File: src/rtl/raman_pkg.sv
// Shared definitions for the ratio memory readout path and the ratio writer.
// Holds the readout FSM encoding, frame sync bytes and default memory geometry.
package raman_pkg;

  localparam int RAMAN_ADDR_W = 11;
  localparam int RAMAN_DATA_W = 12;

  localparam logic [7:0] SYNC0_BYTE = 8'hA5;
  localparam logic [7:0] SYNC1_BYTE = 8'h5A;

  typedef enum logic [3:0] {
    IDLE,
    WAIT_WR,
    SYNC0,
    SYNC1,
    LEN_HI,
    LEN_LO,
    FETCH,
    WAIT_RD,
    SEND_HI,
    SEND_LO,
    CSUM,
    FIN
  } rr_state_e;

endpackage

File: src/rtl/byte_tx_reg.sv
// Single-entry holding register for the outbound byte stream.
// Keeps tx_data/tx_valid stable until the sink takes the byte; fire marks the handshake.
module byte_tx_reg (
  input  logic       clk,
  input  logic       rst_n,
  input  logic       load,
  input  logic [7:0] load_data,
  input  logic       tx_ready,
  output logic [7:0] tx_data,
  output logic       tx_valid,
  output logic       fire
);

  logic       valid_q, valid_d;
  logic [7:0] data_q, data_d;
  logic       accept;

  always_comb begin
    fire    = valid_q & tx_ready;
    // A new byte may only overwrite the slot if it is empty or leaving this edge.
    accept  = load & (~valid_q | fire);
    valid_d = valid_q;
    data_d  = data_q;
    if (accept) begin
      valid_d = 1'b1;
      data_d  = load_data;
    end else if (fire) begin
      valid_d = 1'b0;
    end
  end

  always_ff @(posedge clk or negedge rst_n) begin
    if (!rst_n) begin
      valid_q <= 1'b0;
      data_q  <= 8'h00;
    end else begin
      valid_q <= valid_d;
      data_q  <= data_d;
    end
  end

  assign tx_data  = data_q;
  assign tx_valid = valid_q;

endmodule

File: src/rtl/ratio_readout.sv
// Streams the ratio spectrum out of the ratio RAM as a framed, checksummed byte sequence.
//
// state   | meaning
// IDLE    | waiting for start
// WAIT_WR | start seen, deferring while the writer owns the memory
// SYNC0   | presenting 0xA5, checksum and address cleared
// SYNC1   | presenting 0x5A
// LEN_HI  | presenting length high byte
// LEN_LO  | presenting length low byte
// FETCH   | one-cycle read strobe for the current address
// WAIT_RD | counting out memory latency, captures the sample
// SEND_HI | presenting sample high byte
// SEND_LO | presenting sample low byte
// CSUM    | presenting checksum byte
// FIN     | done pulse, back to IDLE
module ratio_readout
  import raman_pkg::*;
#(
  parameter int ADDR_W = RAMAN_ADDR_W,
  parameter int DATA_W = RAMAN_DATA_W,
  parameter int RD_LAT = 2
) (
  input  logic              clk,
  input  logic              rst_n,
  input  logic              start,
  input  logic              wr_busy,
  input  logic [ADDR_W-1:0] POINTS,
  output logic              rd_en,
  output logic [ADDR_W-1:0] rd_addr,
  input  logic [DATA_W-1:0] rd_data,
  output logic [7:0]        tx_data,
  output logic              tx_valid,
  input  logic              tx_ready,
  output logic              busy,
  output logic              done
);

  localparam logic [1:0] LAT_M1 = 2'(RD_LAT - 1);

  rr_state_e         state_q, state_d;
  logic [ADDR_W-1:0] points_q, points_d;
  logic [ADDR_W-1:0] addr_q, addr_d;
  logic [1:0]        lat_q, lat_d;
  logic [7:0]        samp_lo_q, samp_lo_d;
  logic [7:0]        csum_q, csum_d;

  logic              ld;
  logic [7:0]        ld_data;
  logic              fire;
  logic [15:0]       pts_ext;
  logic [15:0]       dat_ext;

  assign pts_ext = 16'(points_q);
  assign dat_ext = 16'(rd_data);

  byte_tx_reg u_tx (
    .clk       (clk),
    .rst_n     (rst_n),
    .load      (ld),
    .load_data (ld_data),
    .tx_ready  (tx_ready),
    .tx_data   (tx_data),
    .tx_valid  (tx_valid),
    .fire      (fire)
  );

  always_comb begin
    state_d   = state_q;
    points_d  = points_q;
    addr_d    = addr_q;
    lat_d     = lat_q;
    samp_lo_d = samp_lo_q;
    csum_d    = csum_q;
    ld        = 1'b0;
    ld_data   = 8'h00;
    rd_en     = 1'b0;
    busy      = 1'b1;
    done      = 1'b0;

    if (fire && (state_q inside {LEN_HI, LEN_LO, SEND_HI, SEND_LO})) begin
      csum_d = csum_q + tx_data;
    end

    // Each transition into a send state loads that state's byte on the same edge,
    // so the byte register always holds the byte of the current state.
    unique case (state_q)
      IDLE: begin
        busy = 1'b0;
        if (start) begin
          points_d = POINTS;
          if (wr_busy) begin
            state_d = WAIT_WR;
          end else begin
            state_d = SYNC0;
            ld      = 1'b1;
            ld_data = SYNC0_BYTE;
          end
        end
      end
      WAIT_WR: begin
        if (!wr_busy) begin
          points_d = POINTS;
          state_d  = SYNC0;
          ld       = 1'b1;
          ld_data  = SYNC0_BYTE;
        end
      end
      SYNC0: begin
        csum_d = 8'h00;
        addr_d = '0;
        if (fire) begin
          ld      = 1'b1;
          ld_data = SYNC1_BYTE;
          state_d = SYNC1;
        end
      end
      SYNC1: begin
        if (fire) begin
          ld      = 1'b1;
          ld_data = pts_ext[15:8];
          state_d = LEN_HI;
        end
      end
      LEN_HI: begin
        if (fire) begin
          ld      = 1'b1;
          ld_data = pts_ext[7:0];
          state_d = LEN_LO;
        end
      end
      LEN_LO: begin
        if (fire) begin
          if (points_q == '0) begin
            ld      = 1'b1;
            ld_data = csum_q + tx_data;
            state_d = CSUM;
          end else begin
            state_d = FETCH;
          end
        end
      end
      FETCH: begin
        rd_en   = 1'b1;
        lat_d   = LAT_M1;
        state_d = WAIT_RD;
      end
      WAIT_RD: begin
        if (lat_q == 2'd0) begin
          samp_lo_d = dat_ext[7:0];
          ld        = 1'b1;
          ld_data   = dat_ext[15:8];
          state_d   = SEND_HI;
        end else begin
          lat_d = lat_q - 2'd1;
        end
      end
      SEND_HI: begin
        if (fire) begin
          ld      = 1'b1;
          ld_data = samp_lo_q;
          state_d = SEND_LO;
        end
      end
      SEND_LO: begin
        if (fire) begin
          if (addr_q == points_q - 1'b1) begin
            ld      = 1'b1;
            ld_data = csum_q + tx_data;
            state_d = CSUM;
          end else begin
            addr_d  = addr_q + 1'b1;
            state_d = FETCH;
          end
        end
      end
      CSUM: begin
        if (fire) begin
          state_d = FIN;
        end
      end
      FIN: begin
        busy    = 1'b0;
        done    = 1'b1;
        state_d = IDLE;
      end
      default: begin
        state_d = IDLE;
      end
    endcase
  end

  always_ff @(posedge clk or negedge rst_n) begin
    if (!rst_n) begin
      state_q   <= IDLE;
      points_q  <= '0;
      addr_q    <= '0;
      lat_q     <= 2'd0;
      samp_lo_q <= 8'h00;
      csum_q    <= 8'h00;
    end else begin
      state_q   <= state_d;
      points_q  <= points_d;
      addr_q    <= addr_d;
      lat_q     <= lat_d;
      samp_lo_q <= samp_lo_d;
      csum_q    <= csum_d;
    end
  end

  assign rd_addr = addr_q;

endmodule

File: config.mk
export PLATFORM = sky130hd
export DESIGN_NAME = ratio_readout
export DESIGN_NICKNAME = d
export VERILOG_FILES = /design/src/rtl/raman_pkg.sv /design/src/rtl/byte_tx_reg.sv /design/src/rtl/ratio_readout.sv
export SDC_FILE = /design/constraint.sdc
export NUM_CORES = 1
export LEC_CHECK = 0
export BUFFER_PORTS_ARGS = -buffer_cell sky130_fd_sc_hd__buf_2
export CORE_UTILIZATION = 55
export DETAILED_ROUTE_END_ITERATION = 8
export HOLD_SLACK_MARGIN = 0.02
export PLACE_DENSITY = 0.77
export SLEW_MARGIN = 20
export SYNTH_ARGS = -nofsm -noshare
export SYNTH_HDL_FRONTEND = slang
export SYNTH_SLANG_ARGS = --single-unit
File: constraint.sdc
create_clock -name clk -period 5.1 [get_ports clk]
set_input_delay 0.765 -clock clk [delete_from_list [all_inputs] [get_ports clk]]
set_output_delay 0.765 -clock clk [all_outputs]
set_load 0.01 [all_outputs]
==> run_results.csv <==
group,metric,value,unit
sta,finalSetupViolations,0,
power,power_frac_clock,13.7,%
logic_synthesis,synth_edf_count,0,
layout,design_area,3780,µm²
sta,tns,0,ns
drt,dr.pass1.iters,4,
grt,antenna_found_initial,0,
logic_synthesis,synth_cells,357,
drt,routed_wirelength,7660,µm
layout,drive_gt1_share,22.8,%
clock_network,cts_setup_buffers,0,
worst_setup_path,critPathRequiredTime,5.35,ns
grt,grtUsageTotal,25.3,%
logic_synthesis,ys_seq_elements,53,
worst_setup_path,crit_end,"rd_addr[5]$_DFFE_PN0P_",
clock_network,htreeDepth,2,
floorplanning,rows,28,
floorplanning,die_w,80.2,µm
clock_network,cts_sinks,53,
place,dpl_cell_area,3670,µm²
logic_synthesis,synthDominantCellAreaShare,39.4,%
drt,dr.first_iter.drc_count,244,
layout,area_growth,12.5,%
power,p_leak,1.74,nW
floorplanning,start_util,56.8,%
worst_setup_path,reg2reg_to,"rd_addr[5]$_DFFE_PN0P_",
worst_setup_path,worst_setup_path_end_kind,"flip-flop",
floorplanning,die_area,6430,µm²
drt,vias,2885,
logic_synthesis,synth_top_area_cell,"dfrtp_1",
logic_synthesis,syn_nets,396,
floorplanning,die_y,80.2,µm
sta,timing.final.crit_share,60.8,%
logic_synthesis,ys_warn_count,0,
logic_synthesis,yosys_most_used_dff,"dfrtp_1",
drt,drcViolationCount,0,
logic_synthesis,async_flop_share,100,%
sta,rsz0062_at_grt,"false",
power,switching_share,43.4,%
logic_synthesis,synth-seq-area-share,39.4,%
worst_setup_path,rr_startpoint,"points_q[0]$_DFFE_PN0P_",
logic_synthesis,syn_area,3360,µm²
clock_network,cts_root_buf,"clkbuf_8",
grt,grt_max_degree,54,
worst_setup_path,crit_type,"flip-flop to flip-flop",
drt,vias_per_cell,6.04,
worst_setup_path,startpoint,"points_q[0]$_DFFE_PN0P_",
power,ir_drop,304,µV
layout,nets,441,
power,seqPwrFrac,39.5,%
clock_network,cts-resized-gates,0,
drt,antenna_left,0,
sta,tightest_slew,0.961,ns
power,p_int,1.19,mW
clock_network,clock_latency,0.31,ns
clock_network,ctsHoldBuffers,0,
status,status,"finished clean",
worst_setup_path,rrSetupSlack,2.00,ns
power,p_switching,0.913,mW
floorplanning,core-area,5920,µm²
sta,max_slew_margin,35.8,%
sta,max_freq,0.322,GHz
clock_network,cts_tree,"done",
place,hpwlAfterDp,5730,µm
grt,grt_pass1_vias,2622,
clock_network,clk_pin_slew,0.10,ns
sta,period_needed,3.10,ns
worst_setup_path,cp_max_fo,7,
layout,diodes,0,
sta,clock-skew-final,0.00915,ns
sta,drv_slew,0,
min_path,hp-class,"flip-flop to flip-flop",
clock_network,cts.path.max_buffers,2,
place,gp_congestion,0.923,
grt,grt_overflow,0,
flow_run,max_cap_violations,0,
logic_synthesis,synth_cell_types,58,
power,comb_power_share,46.8,%
drt,wl_per_cell,16.0,µm
sta,hold_violations,0,
worst_setup_path,startpoint_type,"flip-flop",
floorplanning,boundaryPins,51,
worst_setup_path,cp.arrival,3.35,ns
power,p_per_area,556,nW/µm²
clock_network,cts_buffers,5,
logic_synthesis,synth_area_leaders,"dfrtp_1 39%, mux2_2 6.7%, nor2_1 4.4%, nand2_1 4.1%, ha_1 3.7%",
grt,grt_pass1_wl,12600,µm
logic_synthesis,syn_avg_cell_area,9.42,µm²
worst_setup_path,reg2reg_depth,10,
place,io_buffers,50,
[kinds of logic (layout without fill, tap and decap cells)]
logic type | after synthesis | count (layout) | share of synthesized area [%]
adders and majority gates | 11 | 11 | 4.32
muxes | 29 | 29 | 9.38
AOI/OAI and AO/OA | 78 | 78 | 17.6
xor gates and xnor gates | 25 | 25 | 6.73
DFF | 53 | 53 | 39.4
buffers and inverters | 25 | 71 | 2.94
and+or+nand+nor | 136 | 136 | 19.6
[flip-flops by register name (all words and copies together) (netlist names)]
register	count
points_q	11
rd_addr	11
csum_q	8
samp_lo_q	8
u_tx.tx_data	8
state_q	4
lat_q	2
u_tx.tx_valid	1
[per-layer routing]
metal	GRT usage, %	share of wire (%)
met1	34.3	43
met2	41.0	50
met3	4.43	4.5
met4	8.39	2.0
met5	0	0
[power groups by stage]
stage | registers [mW] | logic, mW | clock network [mW]
floorplan | 0.725 | 0.831 | 0
global placement | 0.824 | 0.940 | 0
detailed placement | 0.832 | 0.979 | 0
CTS | 0.823 | 0.984 | 0.294
global route | 0.855 | 1.11 | 0.308
finish | 0.830 | 0.985 | 0.289
[cells in the mapped netlist, types with 3 or more instances]
cell type / instances
a211oi_1: 4
a21o_1: 3
a21oi_1: 11
a221oi_1: 6
a22o_1: 12
a22oi_1: 4
a31oi_1: 7
and3_1: 7
buf_1: 3
clkbuf_1: 10
dfrtp_1: 53
ha_1: 10
inv_1: 10
mux2_2: 20
mux2i_1: 9
nand2_1: 37
nand2b_1: 6
nand3_1: 11
nand4_1: 5
nor2_1: 39
nor3_1: 7
nor4_1: 7
o211ai_1: 3
o21ai_0: 7
xnor2_1: 12
xor2_1: 12
[worst max-delay path, cell delays in order (launching register included)]
cell and delay [ns]:
dfrtp_1 0.44, inv_1 0.09, ha_1 0.24, nor3b_1 0.43, nand3_1 0.15, xnor2_1 0.17, nor4_1 0.62, a31oi_4 0.22
o21a_1 0.30, a211oi_1 0.23, a31o_2 0.14
[layout make-up]
cell class	instances	area, µm²
Timing Repair Buffer	53	273
Clock buffer	6	72.6
Fill cell	496	2140
Inverter	10	37.5
Multi-Input combinational cell	279	1940
Sequential cell	53	1330
Clock inverter	2	38.8
Tap cell	75	93.8
[cell usage in the layout, fill, tap and decap left out, drive strengths merged, types with 3 or more instances in the layout]
| cell | n |
|---|---|
| dfrtp | 53 |
| buf | 53 |
| nor2 | 39 |
| nand2 | 37 |
| mux2 | 20 |
| xnor2 | 13 |
| xor2 | 12 |
| a22o | 12 |
| a21oi | 12 |
| nand3 | 11 |
| inv | 10 |
| ha | 10 |
| mux2i | 9 |
| o21ai | 9 |
| a31oi | 8 |
| and3 | 7 |
| nor3 | 7 |
| nor4 | 7 |
| nand2b | 6 |
| a221oi | 6 |
| clkbuf | 6 |
| nand4 | 5 |
| a211oi | 4 |
| a22oi | 4 |
| a21o | 3 |
| o211ai | 3 |
| or4 | 3 |
[worst min path at each step]
| stage | slack (ns) | from | end | cells past startpoint |
|---|---|---|---|---|
| after floorplan | 0.47 | rst_n | csum_q[0]$_DFFE_PN0P_ | 0 |
| after global placement | 0.49 | csum_q[3]$_DFFE_PN0P_ | csum_q[3]$_DFFE_PN0P_ | 1 |
| after detailed placement | 0.50 | samp_lo_q[4]$_DFFE_PN0P_ | samp_lo_q[4]$_DFFE_PN0P_ | 1 |
| after CTS | 0.52 | samp_lo_q[4]$_DFFE_PN0P_ | samp_lo_q[4]$_DFFE_PN0P_ | 1 |
| after global routing | 0.54 | samp_lo_q[4]$_DFFE_PN0P_ | samp_lo_q[4]$_DFFE_PN0P_ | 1 |
| final | 0.53 | samp_lo_q[4]$_DFFE_PN0P_ | samp_lo_q[4]$_DFFE_PN0P_ | 1 |
[metrics by stage]
step	util (%)	setup slack, ns	hold slack (ns)	power [mW]	cells
finish	63.9	2.00	0.526	2.10	478
detailed placement	62.0	2.06	0.501	1.81	470
global route	63.9	1.73	0.538	2.27	478
floorplan	-	2.40	0.469	1.56	357
global placement	62.0	2.17	0.495	1.76	470
CTS	63.8	2.00	0.525	2.10	478
No activity file was read; power rests on OpenSTA's default activity.
